### config.mk
export PLATFORM = sky130hd
export DESIGN_NAME = temp_level_scheduler
export DESIGN_NICKNAME = d
export VERILOG_FILES = /design/src/rtl/temp_level_scheduler.sv
export SDC_FILE = /design/constraint.sdc
export NUM_CORES = 1
export LEC_CHECK = 0
export ABC_AREA = 1
export CORE_MARGIN = 5
export CORE_UTILIZATION = 40
export DETAILED_ROUTE_END_ITERATION = 10
export GPL_TIMING_DRIVEN = 0
export PLACE_DENSITY_LB_ADDON = 0.12
export SETUP_SLACK_MARGIN = 0.05
export SKIP_LAST_GASP = 1
export SLEW_MARGIN = 40
export SYNTH_ARGS = -nofsm -noshare
export SYNTH_HDL_FRONTEND = slang
export SYNTH_SLANG_ARGS = --single-unit
export TNS_END_PERCENT = 10
### constraint.sdc
create_clock -name clock -period 1.6 [get_ports clock]
set_input_delay 0.32 -clock clock [delete_from_list [all_inputs] [get_ports clock]]
set_output_delay 0.32 -clock clock [all_outputs]
set_load 0.01 [all_outputs]
### src/rtl/temp_level_scheduler.sv
// temp_level_scheduler
// Classifies one temperature sample against N_THRESH thresholds read one at a
// time through a shared select/data port (lim_sel -> lim_dado), and checks one
// humidity sample against lim_um. A single comparator scans the thresholds
// in order. The scan stalls whenever the configuration bank is being
// rewritten.
//
// Ports:
//   clock, reset        rising-edge clock, async active-high reset
//   iniciar             start request, only honoured when idle
//   temperatura/umidade samples, captured at the start of a scan
//   config_ocupado      configuration reception in progress (blocks/aborts)
//   config_valida       bank holds a complete, parity-clean configuration
//   lim_sel / lim_dado  threshold index out, selected threshold in
//   lim_um              humidity limit
//   nivel               level 0..N_THRESH (first threshold > sample)
//   alarme_umidade      umidade >= lim_um, latched at capture
//   ocupado             high whenever not idle
//   pronto              one-cycle pulse at end of classification or error
//   erro_sem_config     start refused for lack of a valid configuration
//   db_estado           current state code
module temp_level_scheduler #(
  parameter int WIDTH    = 8,
  parameter int N_THRESH = 7
) (
  input  logic             clock,
  input  logic             reset,
  input  logic             iniciar,
  input  logic [WIDTH-1:0] temperatura,
  input  logic [WIDTH-1:0] umidade,
  input  logic             config_ocupado,
  input  logic             config_valida,
  output logic [2:0]       lim_sel,
  input  logic [WIDTH-1:0] lim_dado,
  input  logic [WIDTH-1:0] lim_um,
  output logic [2:0]       nivel,
  output logic             alarme_umidade,
  output logic             ocupado,
  output logic             pronto,
  output logic             erro_sem_config,
  output logic [3:0]       db_estado
);

  typedef enum logic [3:0] {
    OCIOSO        = 4'd0,
    ESPERA_CONFIG = 4'd1,
    CAPTURA       = 4'd2,
    SELECIONA     = 4'd3,
    COMPARA       = 4'd4,
    FIM           = 4'd5,
    ERRO          = 4'd6
  } state_t;

  localparam logic [2:0] LAST_IDX = 3'(N_THRESH - 1);
  localparam logic [2:0] TOP_LVL  = 3'(N_THRESH);

  state_t           state, state_nx;
  logic [2:0]       idx;
  logic [WIDTH-1:0] temp_reg;
  logic             hit;

  // Strictly-less: a sample equal to a threshold falls through to the next.
  assign hit = temp_reg < lim_dado;

  always_ff @(posedge clock or posedge reset) begin
    if (reset) state <= OCIOSO;
    else       state <= state_nx;
  end

  always_comb begin
    state_nx = state;
    case (state)
      OCIOSO: begin
        if (iniciar) begin
          if (config_ocupado)      state_nx = ESPERA_CONFIG;
          else if (!config_valida) state_nx = ERRO;
          else                     state_nx = CAPTURA;
        end
      end
      ESPERA_CONFIG: begin
        if (!config_ocupado) state_nx = config_valida ? CAPTURA : ERRO;
      end
      CAPTURA:   state_nx = config_ocupado ? ESPERA_CONFIG : SELECIONA;
      SELECIONA: state_nx = config_ocupado ? ESPERA_CONFIG : COMPARA;
      COMPARA: begin
        if (config_ocupado)              state_nx = ESPERA_CONFIG;
        else if (hit || idx == LAST_IDX) state_nx = FIM;
        else                             state_nx = SELECIONA;
      end
      FIM:     state_nx = OCIOSO;
      ERRO:    state_nx = OCIOSO;
      default: state_nx = OCIOSO;
    endcase
  end

  // Datapath. An abort (config_ocupado mid-scan) writes no result; the
  // rescan always restarts from CAPTURA with a fresh sample.
  always_ff @(posedge clock or posedge reset) begin
    if (reset) begin
      idx             <= '0;
      temp_reg        <= '0;
      nivel           <= '0;
      alarme_umidade  <= 1'b0;
      erro_sem_config <= 1'b0;
    end else begin
      // Set on entry so the flag is already visible during the pronto cycle.
      if (state_nx == ERRO) erro_sem_config <= 1'b1;
      if (state_nx == ESPERA_CONFIG) idx <= '0;
      case (state)
        CAPTURA: if (!config_ocupado) begin
          temp_reg        <= temperatura;
          alarme_umidade  <= umidade >= lim_um;
          idx             <= '0;
          erro_sem_config <= 1'b0;
        end
        COMPARA: if (!config_ocupado) begin
          if (hit)                  nivel <= idx;
          else if (idx == LAST_IDX) nivel <= TOP_LVL;
          else                      idx   <= idx + 3'd1;
        end
        default: ;
      endcase
    end
  end

  assign lim_sel   = idx;
  assign ocupado   = state != OCIOSO;
  assign pronto    = (state == FIM) || (state == ERRO);
  assign db_estado = state;

endmodule

==> results of run 1 <==
per-layer routing:
layer / track usage / vias to the layer above
met5: 0 / -
met4: 0.0325 / 0
met3: 0.0509 / 4
met2: 0.245 / 38
met1: 0.167 / 605
li1: - / 697
per-stage QoR:
stage / total power, mW / hold WS [ns] / setup TNS [ns] / utilization / cells
6_report: 2.51 / 0.333 / -0.166 / 0.649 / 292
5_1_grt: 2.74 / 0.371 / -1.12 / 0.649 / 292
4_1_cts: 2.26 / 0.407 / -0.504 / 0.608 / 282
3_5_place_dp: 1.92 / 0.463 / -3.88 / 0.578 / 275
3_3_place_gp: 1.90 / 0.461 / -3.84 / 0.578 / 275
2_1_floorplan: 1.46 / 0.284 / 0 / - / 180
placed cells by master, fill, tap and decap left out, types with 6 or more instances in the layout:
cell type / Yosys / layout
buf_4: 1 / 15
a21oi_1: 19 / 17
dfrtp_1: 20 / 17
nor2_1: 7 / 6
nand2_2: 3 / 7
dlygate4sd2_1: 0 / 7
ha_1: 17 / 14
nand2_1: 51 / 44
inv_2: 6 / 11
inv_1: 30 / 25
clkdlybuf4s50_1: 0 / 38
cells by family (layout without fill, tap and decap cells):
logic type | Yosys count | after routing | share of synthesized area
flip-flops | 20 | 20 | 0.358
other | 1 | 1 | 0.00269
adder cells (fa/ha/maj) | 17 | 17 | 0.152
XOR/XNOR | 2 | 2 | 0.0125
AND/OR/NAND/NOR | 74 | 74 | 0.249
AO/OA/AOI/OAI | 28 | 28 | 0.119
buffers and inverters | 38 | 104 | 0.106
power by group through the flow:
stage / combinational, mW / sequential (mW) / clock [mW]
after floorplan: 0.588 / 0.873 / 0
after global placement: 1.06 / 0.848 / 0
after detailed placement: 1.07 / 0.849 / 0
after CTS: 1.15 / 0.856 / 0.252
after global routing: 1.58 / 0.882 / 0.276
final: 1.41 / 0.854 / 0.246
path summary, 6_finish.rpt:
path / end / slack [ns] / depth (start not counted)
worst max register to register: lim_sel[1] / -0.06 / 9
worst min-delay path: temp_reg[5] / 0.33 / 2
min in group clock: nivel[2] / 0.42 / 3
worst min register to register: alarme_umidade / 0.49 / 2
worst max-delay path: lim_sel[1] / -0.06 / 9
max in group asynchronous: db_estado[2] / 0.94 / 2
area by class of cell:
type                       count  area share
buffer                         2     0.00573
clock buffer                   3      0.0103
inverter                      36      0.0619
multi-input combinational    122       0.393
sequential                    20       0.231
tap                           46      0.0264
timing repair buffer          63       0.272
what timing repair did:
item / CTS / global route
pin swaps: 15 / 16
setup endpoints to repair: 19 / 21
gates resized for setup: 22 / 18
hold endpoints to repair: 0 / 0
buffers inserted: 4 / 10
==> out/metrics.cfg, run 1 <==
[outcome]
status=finished, violations left
violations=setup timing

[timing]
drv_slew=0
skew_ns=0.00167
min_period_ns=1.66
finalCritPeriodShare=1.04
hold_viol=0
timing.final.ws_setup_ns=-0.0606
rsz0062_at_grt=yes
max_freq_mhz=602
setup_viol_count_final=8

[cells_and_area]
diodes=0
final_cell_area_um2=2180
syn_to_final_growth_pct=56.4
final_nets=302
fillers=309
seq_area_um2=504
multi_input_area_um2=857
drive_gt1_frac=0.248
largest_reg_flops=8

[pwr]
p_clk_frac=0.098
power.share.sequential=0.341
power_density_nw_per_um2=1150
p_sw_mw=0.974
ir_drop_v=0.000759
p_leak_nw=1.11
p_sw_frac=0.389
pwr-share-comb=0.561
internal_power_mw=1.53

[clock_tree]
postCtsHoldBufs=0
cts-root-buf=clkbuf_4
path_clk_slew_ns=0.12
cts_sinks=20
cts_tree=built
cts_buffers=3
cts-htree-levels=1
clk-insertion-delay-late_ns=0.30
clk_path_buf_depth=2

[worst_setup_path]
cp_top_family=compound AO/OA/AOI/OAI gates
path_max_fanout=3
cp-start-kind=flip-flop
worstPathCellList=ha_1 -> nand2_2 -> o21a_1 -> nand2_4 -> nand2_4 -> nand2_4 -> nand2_2 -> o21bai_1 -> a21oi_1
crit_arrival_ns=1.85
crit_buf_inv=0
r2r_start=temp_reg[6]
critPathCaptureType=flip-flop
path_class=flip-flop to flip-flop
cp_slowest_stage_delay_ns=0.40
cp.required_ns=1.79
cp-startpoint=temp_reg[6]
cpMostUsedCell=nand2_4
slowest_stage=dfrtp_1

[global_routing]
grt_overflow_total=0
antenna_found_initial=0
grt_max_degree=21
grt.total_usage=0.142
first_global_vias=1326
grt_pass1_wl_mm=5.62

[die]
core_um2=3360
fp.dieW_um=69.1
num_io_pins=51
start_util=0.415
die_height_um=69.1
die_area_um2=4770
rows=21

[synthesis]
yosysMostFrequentCell=nand2_1
post_synth_instance_area_um2=1400
netlist_top_cells_count=51 x nand2_1, 30 x inv_1, 20 x dfrtp_1
synthArstFlopShare=1.00
ys_types=30
ys_seq_elements=20
synthFlopType=dfrtp_1
syn_nets=234
synth_top_area_cell=dfrtp_1
syn_area_per_cell_um2=7.76
ys_warn_count=0
yosys-top-cells-area=dfrtp_1 36%, ha_1 15%, nand2_1 14%, inv_1 8.1%, a21oi_1 6.8%
synth_edf_count=0
seq_area_frac_synth=0.358
synth_top_cell_area_share=0.358
syn_inst=180

[placed_design]
place.gp.congestion=0.749
place_hpwl_mm=2.43
placed_cell_area_um2=1940
portBuffers=49
dp_slack_ns=-0.527

[route]
wl_met1_mm=1.48
top_layer=met4
vias=1344
wl_met2_mm=1.69
wl_mm=3.42
dr.pass1.iters=4
antenna_left=0
vias_per_cell=4.60
wl_per_cell_um=11.7
drt_iter0_markers=27
wl_met3_um=226
drc=0

[hold_path]
hp-class=input pin to asynchronous set/reset pin

[job]
cap_violations=0

Note: power is estimated with default switching activity, not from simulation.
==> run 2: changes to the inputs <==
--- a/config.mk
+++ b/config.mk
@@ -11,6 +11,7 @@
 export DETAILED_ROUTE_END_ITERATION = 10
 export GPL_TIMING_DRIVEN = 0
 export PLACE_DENSITY_LB_ADDON = 0.12
+export RECOVER_POWER = 25
 export SETUP_SLACK_MARGIN = 0.05
 export SKIP_LAST_GASP = 1
 export SLEW_MARGIN = 40
==> run 2 against run 1 <==
Net effect:
- the run still ends with setup timing left
- setup slack barely moved
- non-clock buffer count unchanged
- clock-buffer cell count did not move
- critical path type unchanged
==> out/metrics.cfg, run 2 (synthesis gave the netlist of run 1 again) <==
[cells_and_area]
fillers=309
largest_reg_flops=8
final_common_cell=nand2_1
syn_to_final_growth_pct=56.4
finalNonFillerCells=292
drive_gt1_frac=0.244
mostFrequentLayoutCells=44 x nand2_1, 37 x clkdlybuf4s50_1, 26 x inv_1
final_nets=302
diodes=0

[placed_design]
place.gp.congestion=0.749
place_hpwl_mm=2.43
dp.cells=275
portBuffers=49

[global_routing]
first_global_vias=1326
grt_overflow_total=0
grt.total_usage=0.142
grt_max_degree=21
grt_pass1_wl_mm=5.62
antenna_found_initial=0

[worst_setup_path]
cp-start-kind=flip-flop
path_class=flip-flop to flip-flop
worstPathCellList=ha_1 -> nand2_2 -> o21a_1 -> nand2_4 -> nand2_4 -> nand2_4 -> nand2_2 -> o21bai_1 -> a21oi_1
critPathCaptureType=flip-flop
path_max_fanout=3
cpMostUsedCell=nand2_4
crit_buf_inv=0
cp.required_ns=1.79
cp_slowest_stage_delay_ns=0.40
crit_arrival_ns=1.85
cp_top_family=compound AO/OA/AOI/OAI gates
slowest_stage=dfrtp_1

[route]
antenna_left=0
wl_mm=3.42
vias_per_cell=4.60
vias=1342
drc=0
wl_per_cell_um=11.7
drt_iter0_markers=27
dr.pass1.iters=4

[timing]
drv_slew=0
setup_viol_count_final=8
rsz0062_at_grt=yes
finalCritPeriodShare=1.04
timing.final.ws_setup_ns=-0.0602
skew_ns=0.00144
tightest_slew_ns=0.777
relSlewSlack=0.481
hold_viol=0
min_period_ns=1.66
max_freq_mhz=602

[pwr]
total_power_mw=2.50
ir_drop_v=0.000759
p_leak_nw=1.11
power_density_nw_per_um2=1150

[clock_tree]
cts-htree-levels=1
path_clk_slew_ns=0.11
cts_sinks=20
cts-root-buf=clkbuf_4
clk_path_buf_depth=2
cts_buffers=3
clk-insertion-delay-late_ns=0.30
cts_tree=built

[outcome]
violations=setup timing
status=finished, violations left

[die]
die_area_um2=4770
core_um2=3360
rows=21
start_util=0.415
die_height_um=69.1
fp.dieW_um=69.1
num_io_pins=51

[hold_path]
hp-class=input pin to flip-flop

[job]
cap_violations=0

-- run 2: cell count changes in the layout (fill, tap and decap cells not counted) --
cell / before / now
inv_1: 25 / 26
inv_2: 11 / 10
clkdlybuf4s50_1: 38 / 37
dlygate4sd3_1: 0 / 1
-- run 2: power by group --
group          total [mW]  internal, mW  switching, mW
clock network       0.246        0.0877          0.158
registers           0.854         0.701          0.153
logic                1.41         0.743          0.662
total                2.50          1.53          0.973
-- run 2: layout make-up --
cell class	instances	area [µm²]	share of cell area
multi-input cells	122	857	0.393
clock buffers	3	22.5	0.0103
well taps	46	57.6	0.0264
inverters	36	135	0.0619
flip-flops and latches	20	504	0.231
repair buffers	63	594	0.272
plain buffers	2	12.5	0.00573
-- run 2: stage by stage --
| stage | setup TNS, ns | instance area [µm²] | util | setup slack, ns | hold WS (ns) |
|---|---|---|---|---|---|
| after global placement | -3.84 | 1940 | 0.578 | -0.520 | 0.461 |
| after floorplan | 0 | 1400 | - | 0.0683 | 0.284 |
| final | -0.165 | 2180 | 0.649 | -0.0602 | 0.418 |
| after detailed placement | -3.88 | 1940 | 0.578 | -0.527 | 0.463 |
| after global routing | -1.12 | 2180 | 0.649 | -0.126 | 0.418 |
| after CTS | -0.504 | 2040 | 0.608 | -0.0799 | 0.407 |
-- run 2: timing repair --
item	4_1_cts	5_1_grt
endpoints found under the hold margin	0	0
buffers inserted	4	10
hold buffers	0	0
setup endpoints to repair	19	21
cloned	0	0
resized for setup	22	18
pin swaps	15	16
-- run 2: layer usage --
metal / share of wire / vias to the layer above / GRT usage
li1: - / 697 / -
met2: 0.49 / 38 / 0.245
met4: 0.0088 / 0 / 0.0325
met5: 0 / - / 0
met3: 0.066 / 4 / 0.0509
met1: 0.44 / 603 / 0.167
-- run 2: tightest hold or removal path, stage by stage --
cell and delay, ns:
buf_4 0.17, nor3_4 0.07, a21oi_1 0.12
-- run 2: final timing paths --
| path | from | to | slack, ns | cells after the start |
|---|---|---|---|---|
| worst max-delay path | temp_reg[6] | lim_sel[1] | -0.06 | 9 |
| worst min-delay path | config_ocupado | nivel[2] | 0.42 | 3 |
| worst max register to register | temp_reg[6] | lim_sel[1] | -0.06 | 9 |
| worst min register to register | alarme_umidade | alarme_umidade | 0.49 | 2 |
| max in group asynchronous | reset | db_estado[2] | 0.47 | 2 |
| min in group asynchronous | reset | temp_reg[3] | 0.60 | 2 |
==> run 3: changes to the inputs <==
--- a/config.mk
+++ b/config.mk
@@ -6,6 +6,7 @@
 export NUM_CORES = 1
 export LEC_CHECK = 0
 export ABC_AREA = 1
+export CORE_ASPECT_RATIO = 1.1
 export CORE_MARGIN = 5
 export CORE_UTILIZATION = 40
 export DETAILED_ROUTE_END_ITERATION = 10
==> constraint.sdc (replaced) <==
create_clock -name clock -period 1.6 [get_ports clock]
set_input_delay 0.16 -clock clock [delete_from_list [all_inputs] [get_ports clock]]
set_output_delay 0.16 -clock clock [all_outputs]
set_load 0.01 [all_outputs]
==> run 3 against run 2 <==
Net effect:
- combinational power fell by 23%
- largest power group unchanged
- clock skew is essentially flat
- sequential cell count stayed put
- first-iteration DRC count grew 22%
- critical path depth is 1 higher
- fmax grew 0.23%
- the flow still finishes with violations (setup timing)
- final cell count fell by 3.8%
==> out/metrics.cfg, run 3 (synthesis gave the netlist of run 1 again) <==
[worst_setup_path]
cpMostUsedCell=nand2_1
crit_arrival_ns=1.86
cp.required_ns=1.81
crit_buf_inv=1
path_class=flip-flop to flip-flop
cp-start-kind=flip-flop
cp_top_family=simple AND/OR/NAND/NOR gates
path_max_fanout=4
slowest_stage=dfrtp_1
reg2reg_depth=10
worstPathCellList=ha_1 -> nand2_1 -> o21a_1 -> nand2_2 -> nand2_2 -> nand2_1 -> and3_4 -> nand2_1 -> nand2_1 -> inv_1
cp_slowest_stage_delay_ns=0.41
worstSetupPathDepth=10
critPathCaptureType=flip-flop

[global_routing]
first_global_vias=1194
grt.total_usage=0.132
antenna_found_initial=0
grt_max_degree=21
grt_pass1_wl_mm=4.99
grt_overflow_total=0

[die]
num_io_pins=51
rows=22
start_util=0.416
fp.dieW_um=66.3
core_um2=3360
die_height_um=72.0
die_area_um2=4770

[clock_tree]
cts_buffers=3
cts_sinks=20
cts_tree=built
cts-root-buf=clkbuf_4
clk_path_buf_depth=2
clk-insertion-delay-late_ns=0.29
path_clk_slew_ns=0.11
cts-htree-levels=1

[pwr]
power.share.sequential=0.381
power_density_nw_per_um2=1100
total_power_mw=2.22
internal_power_mw=1.39
ir_drop_v=0.000608
p_sw_mw=0.828
p_clk_frac=0.133
pwr-share-comb=0.486
p_leak_nw=1.01
p_sw_frac=0.374

[job]
cap_violations=0

[cells_and_area]
diodes=0
final_nets=288
drive_gt1_frac=0.124
finalNonFillerCells=281
final_cell_area_um2=2010
mostFrequentLayoutCells=50 x nand2_1, 46 x clkdlybuf4s50_1, 30 x inv_1
syn_to_final_growth_pct=43.8
final_common_cell=nand2_1
fillers=330
largest_reg_flops=8

[route]
vias_per_cell=4.43
vias=1246
antenna_left=0
drt_iter0_markers=33
wl_per_cell_um=10.5
dr.pass1.iters=4
wl_mm=2.96
drc=0

[outcome]
status=finished, violations left
violations=setup timing

[timing]
relSlewSlack=0.476
timing.final.ws_setup_ns=-0.0564
max_freq_mhz=604
finalCritPeriodShare=1.04
rsz0062_at_grt=yes
hold_viol=0
min_period_ns=1.66
drv_slew=0
setup_viol_count_final=2
tightest_slew_ns=0.785
skew_ns=0.00188
fin_tns_setup_ns=-0.0853

[hold_path]
hp-class=input pin to flip-flop
holdPathStages=4

[placed_design]
dp_slack_ns=-0.370
dp.cells=277
placed_cell_area_um2=1950
place.gp.congestion=0.757
portBuffers=49
place_hpwl_mm=2.42

run 3: final timing paths:
path,startpoint,to,slack [ns]
hold reg to reg,temp_reg[1],temp_reg[1],0.49
min in group asynchronous,reset,alarme_umidade,0.43
setup reg to reg,temp_reg[7],lim_sel[0],-0.06
setup / recovery,temp_reg[7],lim_sel[0],-0.06
hold / removal,config_ocupado,temp_reg[0],0.23
max in group asynchronous,reset,db_estado[2],0.63
run 3: worst reg2reg max path, stage by stage, from the launching register on:
cell     delay [ns]
dfrtp_1        0.41
ha_1           0.30
nand2_1        0.07
o21a_1         0.19
nand2_2        0.11
nand2_2        0.09
nand2_1        0.08
and3_4         0.18
nand2_1        0.05
nand2_1        0.05
inv_1          0.03
run 3: area by class of cell:
class | count | area, µm² | share of cell area
clock buffer | 4 | 36.3 | 0.0181
multi-input combinational | 122 | 768 | 0.383
timing repair buffer | 49 | 492 | 0.245
inverter | 36 | 135 | 0.0673
sequential | 20 | 504 | 0.251
buffer | 2 | 12.5 | 0.00623
tap | 48 | 60.1 | 0.0299
run 3: per-layer routing:
| metal | global-route usage | vias up | wire, µm |
|---|---|---|---|
| met3 | 0.0232 | 2 | 166 |
| met1 | 0.170 | 546 | 1300 |
| met2 | 0.225 | 26 | 1480 |
| met4 | 0.0406 | 0 | 16 |
| met5 | 0 | - | 0 |
| li1 | - | 672 | - |
run 3: through the flow:
stage | utilization | hold slack [ns]
finish | 0.598 | 0.233
global placement | 0.580 | 0.458
CTS | 0.591 | 0.227
floorplan | - | 0.124
detailed placement | 0.580 | 0.465
global route | 0.598 | 0.246
run 3: power groups by stage:
stage / clock network [mW] / logic (mW) / registers [mW]
5_1_grt: 0.337 / 1.23 / 0.871
6_report: 0.294 / 1.08 / 0.845
4_1_cts: 0.312 / 1.07 / 0.839
3_5_place_dp: 0 / 1.07 / 0.844
3_3_place_gp: 0 / 1.05 / 0.843
2_1_floorplan: 0 / 0.588 / 0.873
run 3: repair_timing:
item,4_1_cts,5_1_grt
hold buffers,0,0
pin swaps,0,2
buffers inserted,0,0
gates resized for setup,3,5
hold endpoints to repair,0,0
setup endpoints to repair,9,12
